<file path="src/rtl/fs_serial_ctrl.sv">
// Bit-serial subtractor: operands are shifted LSB-first through one fs_1bit cell,
// one bit per clock, and the difference and flags are returned over a valid/ready handshake.

module fs_1bit (
  input  logic a_i,
  input  logic b_i,
  input  logic bin_i,
  output logic d_o,
  output logic bout_o
);
  assign d_o    = a_i ^ b_i ^ bin_i;
  assign bout_o = (~a_i & b_i) | (~(a_i ^ b_i) & bin_i);
endmodule

// state | meaning
// IDLE  | waiting for an operand pair, in_ready=1
// RUN   | one operand bit per clock through the cell, WIDTH cycles
// DONE  | result presented, held until out_ready
module fs_serial_ctrl #(
  parameter int WIDTH = 8,
  parameter int CNT_W = $clog2(WIDTH) + 1
) (
  input  logic             clk,
  input  logic             rst_n,
  input  logic             in_valid,
  output logic             in_ready,
  input  logic [WIDTH-1:0] a,
  input  logic [WIDTH-1:0] b,
  input  logic             bin,
  output logic             out_valid,
  input  logic             out_ready,
  output logic [WIDTH-1:0] diff,
  output logic             bout,
  output logic             zero,
  output logic             ovf,
  output logic             busy
);

  typedef enum logic [1:0] {S_IDLE, S_RUN, S_DONE} state_t;

  state_t           state_q, state_d;
  logic [CNT_W-1:0] cnt_q, cnt_d;
  logic [WIDTH-1:0] sa_q, sa_d, sb_q, sb_d, res_q, res_d;
  logic             borrow_q, borrow_d;
  logic             a_msb_q, a_msb_d, b_msb_q, b_msb_d;
  logic             cell_d, cell_bout;

  fs_1bit u_cell (
    .a_i    (sa_q[0]),
    .b_i    (sb_q[0]),
    .bin_i  (borrow_q),
    .d_o    (cell_d),
    .bout_o (cell_bout)
  );

  always_ff @(posedge clk or negedge rst_n) begin
    if (!rst_n) begin
      state_q  <= S_IDLE;
      cnt_q    <= '0;
      sa_q     <= '0;
      sb_q     <= '0;
      res_q    <= '0;
      borrow_q <= 1'b0;
      a_msb_q  <= 1'b0;
      b_msb_q  <= 1'b0;
    end else begin
      state_q  <= state_d;
      cnt_q    <= cnt_d;
      sa_q     <= sa_d;
      sb_q     <= sb_d;
      res_q    <= res_d;
      borrow_q <= borrow_d;
      a_msb_q  <= a_msb_d;
      b_msb_q  <= b_msb_d;
    end
  end

  always_comb begin
    state_d  = state_q;
    cnt_d    = cnt_q;
    sa_d     = sa_q;
    sb_d     = sb_q;
    res_d    = res_q;
    borrow_d = borrow_q;
    a_msb_d  = a_msb_q;
    b_msb_d  = b_msb_q;
    case (state_q)
      S_IDLE: begin
        if (in_valid) begin
          sa_d     = a;
          sb_d     = b;
          borrow_d = bin;
          a_msb_d  = a[WIDTH-1];
          b_msb_d  = b[WIDTH-1];
          cnt_d    = '0;
          state_d  = S_RUN;
        end
      end
      S_RUN: begin
        sa_d     = sa_q >> 1;
        sb_d     = sb_q >> 1;
        res_d    = {cell_d, res_q[WIDTH-1:1]};
        borrow_d = cell_bout;
        // Counter parks at 0 on the last bit so it never passes WIDTH-1.
        if (cnt_q == CNT_W'(WIDTH - 1)) begin
          cnt_d   = '0;
          state_d = S_DONE;
        end else begin
          cnt_d = cnt_q + CNT_W'(1);
        end
      end
      S_DONE: begin
        if (out_ready) state_d = S_IDLE;
      end
      default: state_d = S_IDLE;
    endcase
  end

  assign in_ready  = (state_q == S_IDLE);
  assign out_valid = (state_q == S_DONE);
  assign busy      = (state_q == S_RUN) || (state_q == S_DONE);
  assign diff      = out_valid ? res_q : '0;
  assign bout      = out_valid & borrow_q;
  assign zero      = out_valid & (res_q == '0);
  assign ovf       = out_valid & (a_msb_q != b_msb_q) & (res_q[WIDTH-1] != a_msb_q);

endmodule

</file>
<file path="config.mk">
export PLATFORM = sky130hd
export DESIGN_NAME = fs_serial_ctrl
export DESIGN_NICKNAME = d
export VERILOG_FILES = /design/src/rtl/fs_serial_ctrl.sv
export SDC_FILE = /design/constraint.sdc
export NUM_CORES = 1
export LEC_CHECK = 0
export CAP_MARGIN = 20
export CORE_MARGIN = 4
export CORE_UTILIZATION = 50
export CTS_BUF_LIST = sky130_fd_sc_hd__clkbuf_8
export CTS_CLUSTER_SIZE = 40
export DETAILED_ROUTE_END_ITERATION = 10
export PLACE_DENSITY_LB_ADDON = 0.3
export SETUP_SLACK_MARGIN = 0.05
export SLEW_MARGIN = 25
export SYNTH_ARGS = -nofsm -noshare
export SYNTH_HDL_FRONTEND = slang
export SYNTH_SLANG_ARGS = --single-unit
</file>
<file path="constraint.sdc">
create_clock -name clk -period 5.61 [get_ports clk]
set_clock_uncertainty 0.2 [all_clocks]
set_input_delay 1.122 -clock clk [delete_from_list [all_inputs] [get_ports clk]]
set_output_delay 1.122 -clock clk [all_outputs]
set_load 0.03 [all_outputs]
</file>
==> impl_metrics.py <==
metrics = {
    "clock_network": {
        "hold_buffers": 0,
        "htree_levels": 2,
        "cts_buffers": 5,
        "cts_root_buffer": "clkbuf_8",
        "postCtsResizedCells": 0,
        "cts_tree": "built",
        "clk_pin_slew_worst_paths_ps": 60,
        "post_cts_buffers": 0,
        "clock_sinks": 33,
        "cts.path.max_buffers": 2,
        "clock_latency_ps": 280,
    },
    "routing": {
        "ant_nets": 0,
        "wl_per_cell_um": 13.1,
        "drtPass1Iterations": 4,
        "viasPerCell": 5.05,
        "drc": 0,
        "vias": 1181,
        "drtIter0Drc": 51,
        "wl_um": 3060,
    },
    "sta": {
        "tightestPinTransition_ps": 819,
        "maxSlewHeadroom_pct": 44.2,
        "slew_violations": 0,
        "tns_ps": 0,
        "fmax_ghz": 0.288,
        "whs_ps": 282,
        "rsz0062_at_grt": "false",
        "setup_viol": 0,
        "finalCriticalPeriod_ps": 3470,
        "final_hold_viol_count": 0,
        "fin_crit_sh_pct": 61.9,
    },
    "power_and_ir_drop": {
        "intPower_mw": 0.746,
        "swShare_pct": 38.2,
        "switching_power_mw": 0.461,
        "ir_worst_vdd_v": 0.000399,
        "seqPwrFrac_pct": 35.9,
        "p_comb_share_pct": 46.8,
        "clkPwrFrac_pct": 17.3,
        "p_total_mw": 1.21,
        "power_per_cell_area_nw_per_um2": 562,
        "p_leak_nw": 0.921,
    },
    "critical_path": {
        "required_ps": 4290,
        "r2r_cells": 5,
        "critPathKind": "flop to primary output",
        "reg2reg_slack_ps": 3160,
        "path_max_fanout": 4,
        "crit_path_end_kind": "primary output",
        "cp-start-kind": "flop",
        "arrival_ps": 2150,
    },
    "cells_and_area": {
        "instances_no_fill": 234,
        "multi_input_area_um2": 783,
        "final_nets": 217,
        "regArea_um2": 826,
        "antenna_cells": 0,
        "fill_cells": 280,
        "fin_util_pct": 68.2,
        "drive_above_1_share_pct": 13.2,
        "areaGrowthSynthToFinish_pct": 27.4,
    },
    "place": {
        "gp_congestion": 0.719,
        "io_buffers": 34,
        "placed_cells": 227,
        "dp_hpwl_um": 2260,
    },
    "global_route": {
        "grt_pass1_vias": 1157,
        "grtUsageTotal_pct": 15.4,
        "grt_overflow": 0,
        "grt_pass1_wl_um": 5090,
        "grt_max_degree": 37,
        "antenna_found_initial": 0,
    },
    "min_path": {
        "hp-class": "flop to flop",
        "worst_hold_path.num_cells": 2,
    },
    "flow_run": {
        "drv_cap": 0,
    },
    "synth": {
        "synth_cell_type_count": 29,
        "syn_avg_cell_area_um2": 10.9,
        "synth_area_leaders": "dfrtp_1, mux2i_1, mux2_2",
        "synthCells": 155,
        "syn_area_um2": 1690,
        "ys_ff_latch": 33,
        "yosysTopAreaCellShare_pct": 48.9,
        "yosysWarningCount": 0,
        "syn_nets": 182,
        "yosysSeqAreaShare_pct": 48.9,
        "yosysTopAreaCell": "dfrtp_1",
    },
    "die": {
        "die_x_um": 66.1,
        "fp.dieH_um": 66.1,
        "start_util_pct": 53.5,
        "core_area_um2": 3150,
        "io_pins": 35,
        "die_area_um2": 4370,
        "core.rowCount": 20,
    },
    "run_status": {
        "status": "finished, final reports clean",
    },
}
[synthesized netlist by cell type]
cell       n
buf_6      2
nor2b_1    2
o31ai_1    1
a22o_1     1
mux2i_4    1
clkbuf_1   2
nand3_1    1
fa_1       1
nand3b_1   2
nand2b_1   2
nor2b_2    1
a221oi_2   1
dfrtp_1   33
mux2_2    12
nor4_1     1
a31oi_1    3
ha_1       5
nand2_1   24
nor2_1     2
o22ai_2    1
inv_1      7
o21ai_0   19
mux2i_1   15
or4_1      1
and2_1     9
buf_2      3
buf_4      1
a21boi_0   1
or3_1      1
[stage by stage]
stage / setup WS (ps) / area (um^2)
floorplan: 2440 / 1690
global placement: 2470 / 2050
detailed placement: 2420 / 2050
CTS: 2120 / 2150
global route: 1950 / 2150
finish: 2140 / 2150
[final timing paths]
path,from,endpoint
setup / recovery,res_q[4]$_DFFE_PN0N_,zero
hold / removal,sb_q[1]$_DFFE_PN0P_,sb_q[1]$_DFFE_PN0P_
setup reg to reg,state_q[0]$_DFFE_PN0P_,cnt_q[2]$_DFFE_PN0P_
hold reg to reg,sb_q[1]$_DFFE_PN0P_,sb_q[1]$_DFFE_PN0P_
max in group asynchronous,rst_n,state_q[1]$_DFFE_PN0P_
min in group asynchronous,rst_n,sa_q[5]$_DFFE_PN0P_
[area by class of cell]
cell class                 instances  share of cell area, %
clock buffer                       5                   3.20
clock inverter                     2                   1.63
inverter                           7                   1.22
multi-input combinational        107                   36.4
sequential                        33                   38.4
tap                               44                   2.56
timing repair buffer              36                   16.5
[layer usage]
layer / vias up / track usage [%] / routed length, um
met4: 0 / 6.85 / 42
met3: 5 / 3.91 / 133
met2: 25 / 26.6 / 1620
met5: - / 0 / 0
li1: 596 / - / -
met1: 555 / 17.6 / 1270
[kinds of logic after synthesis]
logic type      share of synthesized area (%)
flops                                    48.9
simple gates                             13.5
compound gates                           9.79
buf+inv                                  4.67
mux                                      18.2
fa+ha+maj                                4.89
[placed cells by master, fill, tap and decap left out]
master	count
mux2_2	12
nor2_1	2
buf_4	2
nand3b_1	2
mux2i_4	1
a21boi_0	1
a31oi_1	3
clkdlybuf4s50_1	34
nor2b_2	1
a221oi_2	1
a22o_1	1
o21ai_0	19
mux2i_1	15
fa_1	1
o22ai_2	1
or3_1	1
dfrtp_1	33
nand2_1	24
or4_1	1
ha_1	5
clkinv_2	1
nor4_1	1
bufinv_16	1
and2_1	9
inv_1	7
nand3_1	1
nor2b_1	2
o31ai_1	1
clkbuf_8	5
nand2b_1	2
[critical path, cell delays in order (launching register included)]
cell	delay (ps)
dfrtp_1	400
or4_1	520
nor4_1	240
clkdlybuf4s50_1	720
[state kept, by name (all words and copies together), names as in the netlist]
signal    cells
res_q         8
sa_q          8
sb_q          8
cnt_q         4
state_q       2
a_msb_q       1
b_msb_q       1
borrow_q      1
[power by group through the flow]
stage,registers (mW),clock network [mW],logic (mW)
2_1_floorplan,0.412,0,0.461
3_3_place_gp,0.426,0,0.552
3_5_place_dp,0.438,0,0.573
4_1_cts,0.434,0.214,0.575
5_1_grt,0.448,0.227,0.626
6_report,0.434,0.208,0.565
Note: power is estimated with default switching activity, not from simulation.
